## src/rtl/wb_conbus_pkg.sv

```systemverilog
// Shared types and constants for the round-robin Wishbone shared-bus interconnect.
package wb_conbus_pkg;

    typedef enum logic {
        IDLE = 1'b0,
        BUSY = 1'b1
    } arb_state_t;

    localparam int WB_ADR_W = 32;
    localparam int WB_DAT_W = 32;
    localparam int WB_SEL_W = 4;
    localparam int MAX_NM   = 8;
    localparam int MAX_NS   = 8;

    // Index width for n ports; a single port still needs one bit.
    function automatic int idx_w(input int n);
        return (n > 1) ? $clog2(n) : 1;
    endfunction

endpackage

```

## src/rtl/wb_conbus_rr_if.sv

```systemverilog
// Bundle of all master-side and slave-side Wishbone signals around the shared bus.
interface wb_conbus_rr_if
    import wb_conbus_pkg::*;
#(
    parameter int NM = 2,
    parameter int NS = 6
);
    // Handshake: a master request is live while cyc and stb are high; the cycle
    // in which ack (or err) is high completes it, and the master may then change
    // adr/dat/sel/we or drop stb. Exactly one of ack/err terminates a transfer.
    logic [NM-1:0][WB_ADR_W-1:0] m_adr_i;
    logic [NM-1:0][WB_DAT_W-1:0] m_dat_i;
    logic [NM-1:0][WB_SEL_W-1:0] m_sel_i;
    logic [NM-1:0]               m_we_i;
    logic [NM-1:0]               m_cyc_i;
    logic [NM-1:0]               m_stb_i;
    logic [WB_DAT_W-1:0]         m_dat_o;
    logic [NM-1:0]               m_ack_o;
    logic [NM-1:0]               m_err_o;

    logic [WB_ADR_W-1:0]         s_adr_o;
    logic [WB_DAT_W-1:0]         s_dat_o;
    logic [WB_SEL_W-1:0]         s_sel_o;
    logic                        s_we_o;
    logic [NS-1:0]               s_cyc_o;
    logic [NS-1:0]               s_stb_o;
    logic [NS-1:0][WB_DAT_W-1:0] s_dat_i;
    logic [NS-1:0]               s_ack_i;

    modport conbus (
        input  m_adr_i, m_dat_i, m_sel_i, m_we_i, m_cyc_i, m_stb_i,
        output m_dat_o, m_ack_o, m_err_o,
        output s_adr_o, s_dat_o, s_sel_o, s_we_o, s_cyc_o, s_stb_o,
        input  s_dat_i, s_ack_i
    );

    modport master (
        output m_adr_i, m_dat_i, m_sel_i, m_we_i, m_cyc_i, m_stb_i,
        input  m_dat_o, m_ack_o, m_err_o
    );

    modport slave (
        input  s_adr_o, s_dat_o, s_sel_o, s_we_o, s_cyc_o, s_stb_o,
        output s_dat_i, s_ack_i
    );

endinterface

```

## src/rtl/wb_rr_arbiter.sv

```systemverilog
// Round-robin bus arbiter: grant is registered and held until the owner drops cyc.
module wb_rr_arbiter
    import wb_conbus_pkg::*;
#(
    parameter  int NM = 2,
    localparam int IW = idx_w(NM)
) (
    input  logic          clk,
    input  logic          rst,
    input  logic [NM-1:0] req,
    output arb_state_t    state,
    output logic [NM-1:0] grant_oh,
    output logic [IW-1:0] grant_idx
);

    logic [IW-1:0] last_grant;
    logic          pick_found;
    logic [IW-1:0] pick_idx;
    int            cand;

    // First requester after last_grant, wrapping; last_grant itself is checked last.
    always_comb begin
        pick_found = 1'b0;
        pick_idx   = '0;
        cand       = 0;
        for (int k = 1; k <= NM; k++) begin
            cand = (int'(last_grant) + k) % NM;
            if (!pick_found && req[cand[IW-1:0]]) begin
                pick_found = 1'b1;
                pick_idx   = cand[IW-1:0];
            end
        end
    end

    always_ff @(posedge clk or posedge rst) begin
        if (rst) begin
            state      <= IDLE;
            grant_oh   <= '0;
            grant_idx  <= '0;
            last_grant <= IW'(NM - 1);
        end else begin
            case (state)
                IDLE: begin
                    if (pick_found) begin
                        state     <= BUSY;
                        grant_idx <= pick_idx;
                        grant_oh  <= NM'(1) << pick_idx;
                    end
                end
                BUSY: begin
                    if (!req[grant_idx]) begin
                        state      <= IDLE;
                        grant_oh   <= '0;
                        last_grant <= grant_idx;
                    end
                end
                default: state <= IDLE;
            endcase
        end
    end

endmodule

```

## src/rtl/wb_conbus_rr.sv

```systemverilog
// Shared-bus interconnect: round-robin master arbitration, top-address slave decode,
// error on unmapped addresses and a watchdog for slaves that never acknowledge.
module wb_conbus_rr
    import wb_conbus_pkg::*;
#(
    parameter int                     NM       = 2,
    parameter int                     NS       = 6,
    parameter int                     S_ADDR_W = 3,
    parameter logic [NS*S_ADDR_W-1:0] S_ADDR   = {3'b110, 3'b101, 3'b100, 3'b011, 3'b010, 3'b000},
    parameter int                     TIMEOUT  = 255
) (
    input  logic              sys_clk,
    input  logic              sys_rst,
    wb_conbus_rr_if.conbus    bus,
    output arb_state_t        arb_state
);

    localparam int IW = idx_w(NM);
    localparam int SW = idx_w(NS);
    localparam int CW = (TIMEOUT > 0) ? $clog2(TIMEOUT + 1) : 1;
    localparam logic [CW-1:0] TO_VAL = CW'(TIMEOUT);

    arb_state_t          state;
    logic [NM-1:0]       grant_oh;
    logic [IW-1:0]       g;
    logic                busy;

    logic [WB_ADR_W-1:0] g_adr;
    logic [WB_DAT_W-1:0] g_dat;
    logic [WB_SEL_W-1:0] g_sel;
    logic                g_we;
    logic                g_cyc;
    logic                g_stb;

    logic                hit;
    logic [SW-1:0]       sidx;
    logic                sel;
    logic [NS-1:0]       s_cyc;
    logic [NS-1:0]       s_stb;
    logic                slave_ack;

    logic                dec_err_q;
    logic [CW-1:0]       wd_cnt;
    logic                wd_fire;
    logic                err_any;

    wb_rr_arbiter #(.NM(NM)) u_arb (
        .clk       (sys_clk),
        .rst       (sys_rst),
        .req       (bus.m_cyc_i),
        .state     (state),
        .grant_oh  (grant_oh),
        .grant_idx (g)
    );

    assign busy      = (state == BUSY);
    assign arb_state = state;

    always_comb begin
        g_adr = '0;
        g_dat = '0;
        g_sel = '0;
        g_we  = 1'b0;
        g_cyc = 1'b0;
        g_stb = 1'b0;
        if (busy) begin
            g_adr = bus.m_adr_i[g];
            g_dat = bus.m_dat_i[g];
            g_sel = bus.m_sel_i[g];
            g_we  = bus.m_we_i[g];
            g_cyc = bus.m_cyc_i[g];
            g_stb = bus.m_stb_i[g];
        end
    end

    // Scan downwards so the lowest-index matching slave is the one kept.
    always_comb begin
        hit  = 1'b0;
        sidx = '0;
        for (int i = NS - 1; i >= 0; i--) begin
            if (g_adr[WB_ADR_W-1 -: S_ADDR_W] == S_ADDR[i*S_ADDR_W +: S_ADDR_W]) begin
                hit  = 1'b1;
                sidx = SW'(i);
            end
        end
    end

    assign sel = busy && hit;

    always_comb begin
        s_cyc = '0;
        s_stb = '0;
        if (sel) begin
            s_cyc[sidx] = g_cyc;
            s_stb[sidx] = g_stb;
        end
    end

    assign slave_ack   = sel && bus.s_ack_i[sidx];

    assign bus.s_cyc_o = s_cyc;
    assign bus.s_stb_o = s_stb;
    assign bus.s_adr_o = g_adr;
    assign bus.s_dat_o = g_dat;
    assign bus.s_sel_o = g_sel;
    assign bus.s_we_o  = g_we;
    assign bus.m_dat_o = sel ? bus.s_dat_i[sidx] : '0;

    // The watchdog only guards decoded slaves; unmapped strobes already get the decode error.
    assign wd_fire = (TIMEOUT != 0) && sel && g_stb && !slave_ack && (wd_cnt == TO_VAL);

    always_ff @(posedge sys_clk or posedge sys_rst) begin
        if (sys_rst) begin
            dec_err_q <= 1'b0;
            wd_cnt    <= '0;
        end else begin
            dec_err_q <= busy && !hit && g_stb && !dec_err_q;
            if ((TIMEOUT == 0) || !sel || !g_stb || slave_ack || wd_fire) begin
                wd_cnt <= '0;
            end else begin
                wd_cnt <= wd_cnt + CW'(1);
            end
        end
    end

    assign err_any     = (busy && dec_err_q) || wd_fire;
    assign bus.m_ack_o = slave_ack ? grant_oh : '0;
    assign bus.m_err_o = (err_any && !slave_ack) ? grant_oh : '0;

endmodule

```

## src/flat_wrapper.sv

```systemverilog
// flat-port wrapper written by rule: the top's interface ports become plain ports
module wb_conbus_rr_flat import wb_conbus_pkg::*;
#(
    parameter int                     NM       = 2,
    parameter int                     NS       = 6,
    parameter int                     S_ADDR_W = 3,
    parameter logic [NS*S_ADDR_W-1:0] S_ADDR   = {3'b110, 3'b101, 3'b100, 3'b011, 3'b010, 3'b000},
    parameter int                     TIMEOUT  = 255
)
  (sys_clk, sys_rst, arb_state, bus_m_adr_i, bus_m_dat_i, bus_m_sel_i, bus_m_we_i, bus_m_cyc_i, bus_m_stb_i, bus_m_dat_o, bus_m_ack_o, bus_m_err_o, bus_s_adr_o, bus_s_dat_o, bus_s_sel_o, bus_s_we_o, bus_s_cyc_o, bus_s_stb_o, bus_s_dat_i, bus_s_ack_i);
  wb_conbus_rr_if #(.NM(NM), .NS(NS)) bus_i ();
  input  logic sys_clk;
  input  logic sys_rst;
  output arb_state_t arb_state;
  input wire logic [$bits(bus_i.m_adr_i)-1:0] bus_m_adr_i;
  input wire logic [$bits(bus_i.m_dat_i)-1:0] bus_m_dat_i;
  input wire logic [$bits(bus_i.m_sel_i)-1:0] bus_m_sel_i;
  input wire logic [$bits(bus_i.m_we_i)-1:0] bus_m_we_i;
  input wire logic [$bits(bus_i.m_cyc_i)-1:0] bus_m_cyc_i;
  input wire logic [$bits(bus_i.m_stb_i)-1:0] bus_m_stb_i;
  output wire logic [$bits(bus_i.m_dat_o)-1:0] bus_m_dat_o;
  output wire logic [$bits(bus_i.m_ack_o)-1:0] bus_m_ack_o;
  output wire logic [$bits(bus_i.m_err_o)-1:0] bus_m_err_o;
  output wire logic [$bits(bus_i.s_adr_o)-1:0] bus_s_adr_o;
  output wire logic [$bits(bus_i.s_dat_o)-1:0] bus_s_dat_o;
  output wire logic [$bits(bus_i.s_sel_o)-1:0] bus_s_sel_o;
  output wire logic [$bits(bus_i.s_we_o)-1:0] bus_s_we_o;
  output wire logic [$bits(bus_i.s_cyc_o)-1:0] bus_s_cyc_o;
  output wire logic [$bits(bus_i.s_stb_o)-1:0] bus_s_stb_o;
  input wire logic [$bits(bus_i.s_dat_i)-1:0] bus_s_dat_i;
  input wire logic [$bits(bus_i.s_ack_i)-1:0] bus_s_ack_i;
  assign bus_i.m_adr_i = bus_m_adr_i;
  assign bus_i.m_dat_i = bus_m_dat_i;
  assign bus_i.m_sel_i = bus_m_sel_i;
  assign bus_i.m_we_i = bus_m_we_i;
  assign bus_i.m_cyc_i = bus_m_cyc_i;
  assign bus_i.m_stb_i = bus_m_stb_i;
  assign bus_m_dat_o = bus_i.m_dat_o;
  assign bus_m_ack_o = bus_i.m_ack_o;
  assign bus_m_err_o = bus_i.m_err_o;
  assign bus_s_adr_o = bus_i.s_adr_o;
  assign bus_s_dat_o = bus_i.s_dat_o;
  assign bus_s_sel_o = bus_i.s_sel_o;
  assign bus_s_we_o = bus_i.s_we_o;
  assign bus_s_cyc_o = bus_i.s_cyc_o;
  assign bus_s_stb_o = bus_i.s_stb_o;
  assign bus_i.s_dat_i = bus_s_dat_i;
  assign bus_i.s_ack_i = bus_s_ack_i;
  wb_conbus_rr #(.NM(NM), .NS(NS), .S_ADDR_W(S_ADDR_W), .S_ADDR(S_ADDR), .TIMEOUT(TIMEOUT)) u_core (.sys_clk(sys_clk), .sys_rst(sys_rst), .bus(bus_i), .arb_state(arb_state));
endmodule
```

## config.mk

```make
export PLATFORM = sky130hd
export DESIGN_NAME = wb_conbus_rr_flat
export DESIGN_NICKNAME = d
export VERILOG_FILES = /design/src/rtl/wb_conbus_pkg.sv /design/src/rtl/wb_conbus_rr_if.sv /design/src/rtl/wb_rr_arbiter.sv /design/src/rtl/wb_conbus_rr.sv /design/src/flat_wrapper.sv
export SDC_FILE = /design/constraint.sdc
export NUM_CORES = 1
export LEC_CHECK = 0
export BUFFER_PORTS_ARGS = -buffer_cell sky130_fd_sc_hd__buf_2
export CAP_MARGIN = 5
export CORE_AREA = 2 2 177 179
export DETAILED_ROUTE_END_ITERATION = 8
export DIE_AREA = 0 0 179 181
export PLACE_DENSITY = 0.35
export SLEW_MARGIN = 20
export SYNTH_ARGS = -nofsm -noshare
export SYNTH_HDL_FRONTEND = slang
export SYNTH_SLANG_ARGS = --single-unit
```

## constraint.sdc

```tcl
create_clock -name sys_clk -period 2.45 [get_ports sys_clk]
set_clock_uncertainty 0.05 [all_clocks]
set_input_delay 0.49 -clock sys_clk [delete_from_list [all_inputs] [get_ports sys_clk]]
set_output_delay 0.49 -clock sys_clk [all_outputs]
set_load 0.005 [all_outputs]
```

==> results of run 1 <==
cell families after synthesis:
logic type | share of synthesized area [%]
DFF | 9.06
adders and majority gates | 0.323
buffers and inverters | 8.45
muxes | 18.8
xor gates and xnor gates | 2.48
and+or+nand+nor | 35.6
AOI/OAI and AO/OA | 25.3
worst max-delay path by stage:
stage,from,endpoint,slack (ns),cells after the start
3_5_place_dp,u_core.u_arb.grant_idx$_DFFE_PP0P_,bus_m_dat_o[0],-0.41,11
2_1_floorplan,bus_m_adr_i[29],bus_m_dat_o[30],0.06,7
4_1_cts,u_core.u_arb.grant_idx$_DFFE_PP0P_,bus_m_dat_o[29],-0.49,9
6_report,u_core.u_arb.grant_idx$_DFFE_PP0P_,bus_m_dat_o[11],-0.51,7
5_1_grt,u_core.u_arb.grant_idx$_DFFE_PP0P_,bus_m_dat_o[15],-0.56,10
3_3_place_gp,bus_m_adr_i[30],bus_m_dat_o[0],-0.43,11
cells in the final DEF, fill, tap and decap left out, drive strengths merged, types with 5 or more instances in the layout:
cell type | synthesis | layout
buf | 31 | 606
nand2 | 15 | 15
o21ai | 7 | 7
a21oi | 5 | 5
nor2 | 86 | 86
xor2 | 5 | 5
mux2i | 69 | 69
nand3 | 6 | 6
xnor2 | 6 | 6
nor3 | 10 | 10
a211oi | 98 | 98
and3 | 100 | 100
nor4 | 33 | 33
dfrtp | 13 | 13
inv | 9 | 9
clkbuf | 33 | 5
worst register-to-register path, stage by stage (launching register included):
cell,delay [ns]
dfrtp_4,0.50
buf_4,0.15
buf_12,0.14
mux2_4,0.32
buf_4,0.15
nand2_4,0.07
a211oi_4,0.07
buf_4,0.14
buf_4,0.12
buf_4,0.13
o31ai_4,0.25
buf_12,0.17
nor3_4,0.05
repair_timing:
item / CTS / global route
pin swaps: 23 / 24
endpoints found under the setup margin: 69 / 77
gates resized for setup: 82 / 96
setup buffers: 24 / 19
cloned: 2 / 1
where the power goes:
group	total, uW	internal (uW)	switching (uW)	leakage [uW]
combinational	5600	2860	2740	0.00433
sequential	316	278	38.1	0.000184
clock	357	248	109	0.0000442
total	6270	3390	2880	0.00456
layout make-up:
type / count / area (sq um)
fill: 3431 / 21700
multi-input combinational: 472 / 3870
timing repair buffer: 608 / 3820
tap: 396 / 495
sequential: 14 / 355
clock buffer: 4 / 88.8
inverter: 9 / 33.8
antenna: 2 / 5.00
layer usage:
metal	GRT usage, %	vias up
li1	-	3227
met1	18.5	3103
met2	29.6	328
met3	1.94	25
met4	3.25	0
met5	0	-
sequential cells by signal, summed over array words and instances, names as in the netlist:
| signal | cells |
|---|---|
| u_core.dec_err_q | 1 |
| u_core.u_arb.grant_idx | 1 |
| u_core.u_arb.grant_oh | 2 |
| u_core.u_arb.last_grant | 1 |
| u_core.u_arb.state | 1 |
| u_core.wd_cnt | 8 |
through the flow:
stage / setup TNS [ns] / util (%) / cell area [sq um] / power, uW / cells
2_1_floorplan: 0 / - / 3880 / 2500 / 559
3_3_place_gp: -9.12 / 24.3 / 7390 / 4760 / 1458
3_5_place_dp: -9.30 / 24.3 / 7390 / 4760 / 1458
4_1_cts: -14.48 / 26.7 / 8100 / 5830 / 1487
5_1_grt: -20.06 / 28.6 / 8670 / 6740 / 1505
6_report: -14.71 / 28.6 / 8670 / 6270 / 1505
==> results.cfg, run 1 <==
[setup_path]
critPathRequiredTime_ns = 1.91
worst_path_max_delay_cell = dfrtp_4
timing.rr.start = u_core.u_arb.grant_idx$_DFFE_PP0P_
worstPathArrival_ns = 2.42
crit_path_end_kind = output port
r2r_end = u_core.wd_cnt[5]$_DFF_PP0_
r2r_slack_ns = 0.03
cp-start-kind = flip-flop
crit_chain = mux2_2, a22oi_1, o21ai_4, buf_12, a211oi_1, nor4_1, buf_2
max_stage_delay_ns = 0.50
crit_fanout = 20
cp_num_buf_inv = 2
critPathKind = reg -> out
crit_family = compound AO/OA/AOI/OAI gates
r2r_cells = 12

[sta]
drv_slew = 0
rsz0062_at_grt = yes
finalCritPeriodShare_pct = 121
slew_headroom_pct = 58.9
post-route-min-period_ns = 2.96
setup_viol_count_final = 50
finalWorstSetupSlack_ns = -0.513
max_freq_ghz = 0.338
hold_slack_ns = 0.255
tightest_slew_ns = 0.616
hold_viol = 0

[die]
die_x_um = 179
ioPinCount = 460
coreArea_sq_um = 30300
initial_core_util_pct = 12.8
dieArea_sq_um = 32400
num_rows = 64
die_h_um = 181

[logic_synthesis]
synthCells = 559
synth-edff-count = 0
syn_avg_cell_area_sq_um = 6.94
yosys_register_bits = 14
yosys.area.top_type_share_pct = 18.8
synthArstFlopShare_pct = 100
synth.distinct_cells = 51
synthTopCellsByArea = a211oi_1 (19%), mux2i_1 (18%), and3_1 (16%)
synth_most_common_cell = and3_1
netlist_area_sq_um = 3880
yosys.area.top_type = a211oi_1
synth_nets = 902
synth_warnings = 0
ys.flop_type = dfrtp_1
ys_seq_area_share_pct = 9.06
synthTopCellsByCount = and3_1 (100), a211oi_1 (97), nor2_1 (85)

[route]
wl_met2_um = 14400
drt-initial-drc-count = 176
vias = 6683
met3_length_um = 2100
first_pass_iters = 4
wl_met1_um = 11000
wl_per_cell_um = 18.5
drc_errors = 0
postRouteAntennaNets = 0
via_per_inst = 4.44
dr.max_layer_used = met4
drt-total-wl_um = 27900

[cts]
root_buffer = clkbuf_16
cts.sinks = 14
cts_tree = done
cts_made_buffers = 3
hold_buffers = 0
htreeDepth = 1
clock_latency_ns = 0.25
clock_path_buffers = 2
clk_pin_slew_ns = 0.05

[cells_and_area]
areaGrowthSynthToFinish_pct = 123
fin_nets = 1451
drive_gt1_share_pct = 66.3

[worst_hold_path]
hp-class = in -> async

[grt]
grt_first_pass_wirelength_um = 39500
grt_overflow_total = 0
grt_start_max_net_pins = 49
grt_use_total_pct = 15.6
first_global_vias = 6725
antenna_found_initial = 3

[power]
cellPowerDensity_nw_per_um2 = 723
p_leak_uw = 0.00456
vdd_drop_max_mv = 0.332

[flow_run]
drv_cap = 0

[outcome]
status = finished, violations left
violations = negative setup slack

[placed_design]
place.gp.congestion = 0.870
place_ws_ns = -0.405
dp_hpwl_um = 22800
io_buffers = 459
(Power assumes the default switching activity.)
==> run 2, diff against run 1 <==
- ABC_AREA: default -> 1
- CORE_AREA: 2 2 177 179 -> 2 2 181 183
- DIE_AREA: 0 0 179 181 -> 0 0 183 185
- PLACE_DENSITY: 0.35 -> 0.34
==> run 2 against run 1 <==
Effect of this change:
- the flow still finishes with violations (negative setup slack)
- sequential share of layout area up 0.29 points
- utilization down 3.2 points
- count of clock-buffer cells in the layout unchanged
- critical endpoint is now bus_m_dat_o[1]
- sequential power up 19%
- synthesized area up 4.5%
- synthesized cell count up 48%
- via count up 3.3%
- maximum frequency up 11%
- critical path depth up 6
- wire length up 0.70%
==> results.cfg, run 2 <==
[outcome]
status = finished, violations left
violations = negative setup slack

[route]
wl_met2_um = 14700
dr.max_layer_used = met5
vias = 6905
postRouteAntennaNets = 0
met3_length_um = 1990
wl_per_cell_um = 16.3
drt-initial-drc-count = 176
via_per_inst = 4.00
first_pass_iters = 4
wl_met1_um = 11100
drc_errors = 0
drt-total-wl_um = 28100

[setup_path]
critPathLaunch = u_core.u_arb.grant_idx$_DFFE_PP0P_
crit_fanout = 7
cp-start-kind = flip-flop
crit_path_end_kind = output port
worstPathArrival_ns = 2.12
timing.rr.start = u_core.u_arb.grant_idx$_DFFE_PP0P_
critPathKind = reg -> out
r2r_cells = 13
critPathRequiredTime_ns = 1.91

[cells_and_area]
final_common_cell = buf_2
regArea_sq_um = 357
largestRegisters = u_core.wd_cnt x8, u_core.u_arb.grant_oh x2
fin_nets = 1657
drive_gt1_share_pct = 52.2
multi_input_area_sq_um = 3450
largest_register_ffs = 8
final_cell_mix = buf_2 (457), nand2_1 (223), nor2_1 (150), inv_1 (84), o21ai_0 (73)
fill_cells = 3766
final_cell_count_no_fill = 1726
areaGrowthSynthToFinish_pct = 100
largest_register = u_core.wd_cnt

[sta]
finalCritPeriodShare_pct = 109
slew_headroom_pct = 60.9
hold_viol = 0
tightest_slew_ns = 0.586
finalWorstSetupSlack_ns = -0.214
max_freq_ghz = 0.375
drv_slew = 0
rsz0062_at_grt = yes
setup_viol_count_final = 36
post-route-min-period_ns = 2.66

[grt]
antenna_found_initial = 8
grt_start_max_net_pins = 73
grt_use_total_pct = 14.3
grt_first_pass_wirelength_um = 37600
first_global_vias = 6691
grt_overflow_total = 0

[die]
die_x_um = 183
ioPinCount = 460
die_h_um = 185
num_rows = 66
initial_core_util_pct = 12.6
dieArea_sq_um = 33900
coreArea_sq_um = 32000

[cts]
cts_made_buffers = 3
hold_buffers = 0
cts.sinks = 14
clk_pin_slew_ns = 0.05
htreeDepth = 1
clock_path_buffers = 2
clock_latency_ns = 0.24
cts_tree = done
root_buffer = clkbuf_16

[logic_synthesis]
netlist_area_sq_um = 4050
synth_nets = 1170
synth-edff-count = 0
yosys.area.top_type_share_pct = 23.9
synthCells = 827
yosys.area.top_type = nand2_1
synthTopCellsByArea = nand2_1 (24%), nor2_1 (14%), o21ai_0 (9.1%)
ys_seq_area_share_pct = 8.68
synthArstFlopShare_pct = 100
synth_most_common_cell = nand2_1
synth_warnings = 0
yosys_register_bits = 14
synth.distinct_cells = 31
syn_avg_cell_area_sq_um = 4.90
ys.flop_type = dfrtp_1
synthTopCellsByCount = nand2_1 (258), nor2_1 (156), inv_1 (89)

[power]
cellPowerDensity_nw_per_um2 = 1300
p_leak_uw = 0.00457
vdd_drop_max_mv = 0.576

[placed_design]
place.gp.congestion = 0.799
io_buffers = 459
dp_hpwl_um = 20900
post-place-cells = 1688
place_ws_ns = -0.207

[worst_hold_path]
hp-class = in -> async

[flow_run]
drv_cap = 0
run 2: changes by cell type after synthesis, moves of 33 or more:
cell	change
nand2_1	+245
nor4_1	-33
o21ai_0	+69
inv_1	+83
mux2i_1	-69
nor2_1	+71
and3_1	-100
a211oi_1	-97
o21ai_1	+58
run 2: logic make-up (layout without fill, tap and decap cells):
kind of cell    Yosys count  count (layout)  share of synthesized area (%)
xor+xnor                  3               3                          0.648
flops                    14              14                           8.68
buf+inv                 151             636                           16.1
other cells               0               5                              0
fa+ha+maj                 1               1                          0.309
simple gates            485             486                           52.8
compound gates          173             173                           21.5
run 2: critical path, stage by stage, from the launching register on:
cell	delay, ns
dfrtp_2	0.46
inv_4	0.11
nand2_4	0.05
nand2_4	0.11
nand2_8	0.09
nand2_4	0.08
inv_2	0.05
nor2_4	0.19
buf_6	0.17
buf_12	0.16
nand2_2	0.07
a21oi_2	0.14
nor3_2	0.06
buf_2	0.12
run 2: metal layers:
metal	global-route usage, %	vias up
li1	-	3562
met1	15.6	3023
met2	28.7	297
met3	2.99	19
met4	1.76	4
met5	0	-
run 2: path summary, 6_finish.rpt:
kind	endpoint	slack [ns]
setup / recovery	bus_m_dat_o[1]	-0.21
hold / removal	u_core.wd_cnt[1]$_DFF_PP0_	0.25
setup reg to reg	u_core.wd_cnt[3]$_DFF_PP0_	0.18
hold reg to reg	u_core.dec_err_q$_DFF_PP0_	0.38
max in group asynchronous	u_core.u_arb.state$_DFF_PP0_	1.66
min in group sys_clk	u_core.dec_err_q$_DFF_PP0_	0.38
run 2: layout make-up:
class	count	area share, %
tap	408	6.29
inverter	96	4.70
sequential	14	4.39
clock buffer	4	1.09
multi-input combinational	663	42.4
timing repair buffer	536	40.9
antenna	5	0.154
run 2: where the power goes:
group | leakage (uW) | switching (uW) | total (uW) | internal [uW]
registers | 0.000182 | 78.1 | 376 | 298
logic | 0.00435 | 5550 | 9840 | 4290
clock network | 0.0000442 | 99.0 | 347 | 248
total | 0.00457 | 5730 | 10600 | 4840
run 2: through the flow:
step | total power [uW] | setup TNS [ns] | hold WS, ns | cell area (sq um) | utilization, %
floorplan | 4800 | 0 | 0.329 | 4050 | -
global placement | 8320 | -3.52 | 0.376 | 7070 | 22.1
detailed placement | 8270 | -3.41 | 0.370 | 7070 | 22.1
CTS | 9450 | -6.13 | 0.285 | 7560 | 23.6
global route | 11700 | -11.14 | 0.304 | 8120 | 25.3
finish | 10600 | -6.18 | 0.254 | 8120 | 25.3
run 2: repair_timing:
action | CTS | global route
setup endpoints to repair | 36 | 49
pin swaps | 10 | 10
gates resized for setup | 75 | 64
buffers inserted | 7 | 8
gates cloned | 4 | 11
